File: config.mk
export PLATFORM = sky130hd
export DESIGN_NAME = mem_access_unit
export DESIGN_NICKNAME = d
export VERILOG_FILES = /design/src/rtl/mem_access_unit.sv
export SDC_FILE = /design/constraint.sdc
export NUM_CORES = 1
export LEC_CHECK = 0
export CORE_UTILIZATION = 48
export CTS_CLUSTER_DIAMETER = 150
export DETAILED_ROUTE_END_ITERATION = 7
export PLACE_DENSITY = 0.86
export SETUP_SLACK_MARGIN = 0.2
export SYNTH_ARGS = -nofsm -noshare
export SYNTH_HDL_FRONTEND = slang
export SYNTH_SLANG_ARGS = --single-unit
File: constraint.sdc
create_clock -name CLK -period 10.4 [get_ports CLK]
set_clock_uncertainty 0.2 [all_clocks]
set_input_delay 2.08 -clock CLK [delete_from_list [all_inputs] [get_ports CLK]]
set_output_delay 2.08 -clock CLK [all_outputs]
set_load 0.02 [all_outputs]
File: src/rtl/mem_access_unit.sv
// mem_access_unit: MAR-driven single read/write cycle on a req/ack memory port,
// holding data in the MDR with ARMv4 byte-lane selection and unaligned-word rotation.
module mem_access_unit #(
  parameter int TIMEOUT = 16
) (
  input  logic        CLK,
  input  logic        RESET,
  input  logic        MIO_EN,
  input  logic        R_W,
  input  logic        DATA_SIZE,
  input  logic [31:0] address,
  input  logic        LD_MDR,
  input  logic [31:0] ALU_bus,
  output logic [31:0] mdr,
  output logic        R,
  output logic        ERR,
  output logic        mem_req,
  output logic        mem_we,
  output logic [31:0] mem_addr,
  output logic [3:0]  mem_be,
  output logic [31:0] mem_wdata,
  input  logic [31:0] mem_rdata,
  input  logic        mem_ack
);
  typedef enum logic [1:0] {IDLE, REQ, DONE} state_t;
  localparam int CW = $clog2(TIMEOUT + 1);
  state_t      state_q, state_d;
  logic [CW-1:0] cnt_q, cnt_d;
  logic [31:0] mdr_q, mdr_d, addr_q, addr_d, wdata_q, wdata_d;
  logic [31:0] ld_val, rot, rd_fmt;
  logic [1:0]  a_q, a_d;
  logic        rw_q, rw_d, size_q, size_d, err_q, err_d;
  logic        start, ack, tmo;
  always_comb begin
    start   = (state_q == IDLE) && MIO_EN;
    ack     = (state_q == REQ) && mem_ack;
    tmo     = (state_q == REQ) && !mem_ack && (cnt_q == CW'(TIMEOUT - 1));
    ld_val  = LD_MDR ? ALU_bus : mdr_q;
    // Rotating right by 8*a also puts byte lane a at bits 7:0 for byte loads.
    rot     = (a_q == 2'd1) ? {mem_rdata[7:0], mem_rdata[31:8]} :
              (a_q == 2'd2) ? {mem_rdata[15:0], mem_rdata[31:16]} :
              (a_q == 2'd3) ? {mem_rdata[23:0], mem_rdata[31:24]} : mem_rdata;
    rd_fmt  = size_q ? {24'h0, rot[7:0]} : rot;
    state_d = start ? REQ : (ack || tmo) ? DONE : (state_q == DONE) ? IDLE : state_q;
    cnt_d   = (state_q == REQ) ? cnt_q + 1'b1 : '0;
    mdr_d   = (state_q == IDLE) ? ld_val : (ack && !rw_q) ? rd_fmt : mdr_q;
    addr_d  = start ? {address[31:2], 2'b00} : addr_q;
    a_d     = start ? address[1:0] : a_q;
    rw_d    = start ? R_W : rw_q;
    size_d  = start ? DATA_SIZE : size_q;
    wdata_d = start ? (DATA_SIZE ? {4{ld_val[7:0]}} : ld_val) : wdata_q;
    err_d   = tmo ? 1'b1 : ack ? 1'b0 : err_q;
  end
  always_ff @(posedge CLK or posedge RESET) begin
    if (RESET) begin
      state_q <= IDLE;
      cnt_q   <= '0;
      mdr_q   <= '0;
      addr_q  <= '0;
      wdata_q <= '0;
      a_q     <= '0;
      rw_q    <= 1'b0;
      size_q  <= 1'b0;
      err_q   <= 1'b0;
    end else begin
      state_q <= state_d;
      cnt_q   <= cnt_d;
      mdr_q   <= mdr_d;
      addr_q  <= addr_d;
      wdata_q <= wdata_d;
      a_q     <= a_d;
      rw_q    <= rw_d;
      size_q  <= size_d;
      err_q   <= err_d;
    end
  end
  always_comb begin
    mem_req   = (state_q == REQ);
    mem_we    = mem_req && rw_q;
    mem_be    = !mem_req ? 4'h0 : (rw_q && size_q) ? 4'b0001 << a_q : 4'hF;
    mem_addr  = addr_q;
    mem_wdata = wdata_q;
    mdr       = mdr_q;
    R         = (state_q == DONE);
    ERR       = R && err_q;
  end
endmodule

==> run metrics <==
row cnt 38; Worst-Margin Slew about 1.2 ns; Worst R2R Path Depth 2; most frequent cells in the layout clkdlybuf4s50_1 (203), dfrtp_1 (104), mux2i_1 (79); period utilization 44.25%; overall routing resource usage 27.10%; first-pass iteration count of the detailed router 5; layout cells sized above 1 14.83%; remaining antenna violation count 0; Die W 109.4 um; via count normalized by instance count 5.659; leading cell type in the layout, fill and taps excluded clkdlybuf4s50_1; initial antenna violation count 0; Clock Latency Late Sink 0.36 ns; Critical path buffers and inverters 1; Multi-input gate area 2636 um^2; vias in the first global route 4,479; P_leak 3.415 nW; DRT Wirelength 15,820 um; Seq cells post-synth roughly 110; H-tree levels 3; Gate Count Post-Synth approximately 470; Avg Inst Size Synth 11.79 um^2; DR vias ~4,500; Ant. Diodes 0; TritonCTS Buffers 9; Post-synth EDFFs 0; outcome finished, final reports clean; final setup violation count 0; max_slew headroom 17.94%; VDD IR max 0.2333 mV; Die Y ~110 um; Critical-path top delay cell dfrtp_2; r2r startpoint a_q[1]$_DFFE_PP0P_; Reg-to-Reg End mdr[7]$_DFFE_PP0P_; CP Launch Type flop; CP arrival 2.32 ns; Max Fclk ~220 MHz; max-cap violations 0; dpl hpwl roughly 12,000 um; Critical Path Max Stage Delay between 0.7 and 0.8 ns; Pwr Density 317.8 nW/um^2; Seq/Total Area, Yosys 47.95%; CTS max path bufs 2; CP max FO 37; DR WL/cell 19.92 um; CP required about 8.1 ns; async set-reset flop share out of synthesis 100.0%; cts hold-fix bufs 0; hold crit path type reg2reg; CP Capture Type primary output; hold_ws 0.2809 ns; Unique masters post-synth 34; ys flop type dfrtp_1; clock sink total 106; Fin. Hold Viols 0; io pins around 210; Setup Buffers After CTS 0; CTS Root Cell clkbuf_16; Hold Startpoint mem_wdata[31]$_DFFE_PP0P_; FILL cells 817; die area ~12,000 um^2; PortBufs 204; Min-Delay Path Depth 2; Core Footprint 11,030 um^2; min Tclk post-route 4.602 ns; DRC errors left 0; CTS tree built; fin nets 754; Setup TNS 0 ns; clk slew on worst S/H paths 0.06 ns; PostCTS Resize Cnt 0; largest net degree at the start of global routing 100; mapped cell area 5532 um^2; synth warn 0; critical path's top delay family flip-flops; synth-to-layout area growth 41.62%; Starting Density about half; Crit Path Class reg2out; Critical Path, Cell by Cell or2_2, a31oi_1, clkdlybuf4s50_1; Final GP Congestion 0.8562; FF+latch area 2655 um^2; Final Max Slew Viols 0; 1st-iter DRT viols 334; hold path endpoint mem_wdata[31]$_DFFE_PP0P_; R2R Setup Slk 8.10 ns; first-pass GRT wire length about 24,000 um; total gr overflow 0; RSZ-0062 raised after global routing false
[cell type report]
cell class,instances,share of cell area [%]
Sequential cell,106,33.89
Multi-Input combinational cell,323,33.65
Timing Repair Buffer,206,26.19
Clock buffer,13,3.578
Tap cell,140,2.236
Clock inverter,3,0.2715
Inverter,3,0.1757
[Yosys cell counts, types with 2 or more instances]
library cell	n	area, um^2
buf_6	7	78.83
mux2_2	43	484.2
o31ai_1	24	180.2
o21ai_0	9	45.04
nor2b_1	25	156.4
buf_4	5	37.54
mux4_2	4	90.09
nand2_1	34	127.6
a221o_2	22	247.7
a21oi_1	2	10.01
ha_1	2	25.02
dfrtp_1	106	2653
mux2i_1	79	790.8
a31oi_1	4	25.02
clkbuf_1	7	26.28
a221o_1	10	100.1
buf_2	19	95.09
nor2_1	37	138.9
and2_1	11	68.82
inv_1	3	11.26
nand2b_1	3	18.77
[state kept, by name (all words and copies together), names as in the netlist]
name / flops
mdr: 32
mem_wdata: 32
mem_addr: 30
cnt_q: 5
a_q: 2
state_q: 2
err_q: 1
rw_q: 1
size_q: 1
[tightest hold or removal path, delay by kind of cell, from the launching register on]
family,cells,cell delay (ns)
AOI/OAI and AO/OA,1,0.05
and+or+nand+nor,1,0.05
DFF,1,0.34
[stage by stage]
step	instance area, um^2	utilization [%]	setup slack [ns]	instances	power (mW)
5_1_grt	7834	71.02	5.686	794	2.614
4_1_cts	7834	71.02	5.769	794	2.489
6_report	7834	71.02	5.798	794	2.490
2_1_floorplan	5535	-	5.331	470	1.575
3_3_place_gp	7532	68.28	6.173	778	2.093
3_5_place_dp	7532	68.28	6.114	778	2.145
[worst max-delay path by stage]
stage,end,cells past startpoint,slack [ns],startpoint
2_1_floorplan,a_q[0]$_DFFE_PP0P_,1,5.33,RESET
3_3_place_gp,mem_be[0],3,6.17,a_q[0]$_DFFE_PP0P_
5_1_grt,mem_be[0],3,5.69,a_q[0]$_DFFE_PP0P_
6_report,mem_be[0],3,5.80,a_q[0]$_DFFE_PP0P_
3_5_place_dp,mem_addr[14]$_DFFE_PP0P_,3,6.11,MIO_EN
4_1_cts,mem_be[0],3,5.77,a_q[0]$_DFFE_PP0P_
[logic make-up after synthesis]
logic type	Yosys count	share of synthesized area, %
fa+ha+maj	2	0.4523
buf+inv	41	4.501
other cells	1	0.06779
xor+xnor	2	0.3167
simple gates	118	10.72
compound gates	73	11.31
mux	126	24.68
flops	106	47.95
[metal layers]
metal / track usage (%) / up-vias / share of wire [%]
met5: 0 / - / 0
met4: 12.10 / 0 / 3.4
met3: 5.098 / 40 / 6.2
met2: 42.32 / 204 / 48
met1: 36.81 / 2201 / 43
li1: - / 2048 / -
[where the power goes]
group	internal (mW)	switching, mW	total, mW
sequential	0.607	0.200	0.807
clock	0.189	0.152	0.341
combinational	0.683	0.659	1.34
Power figures use the tool's default switching activity.
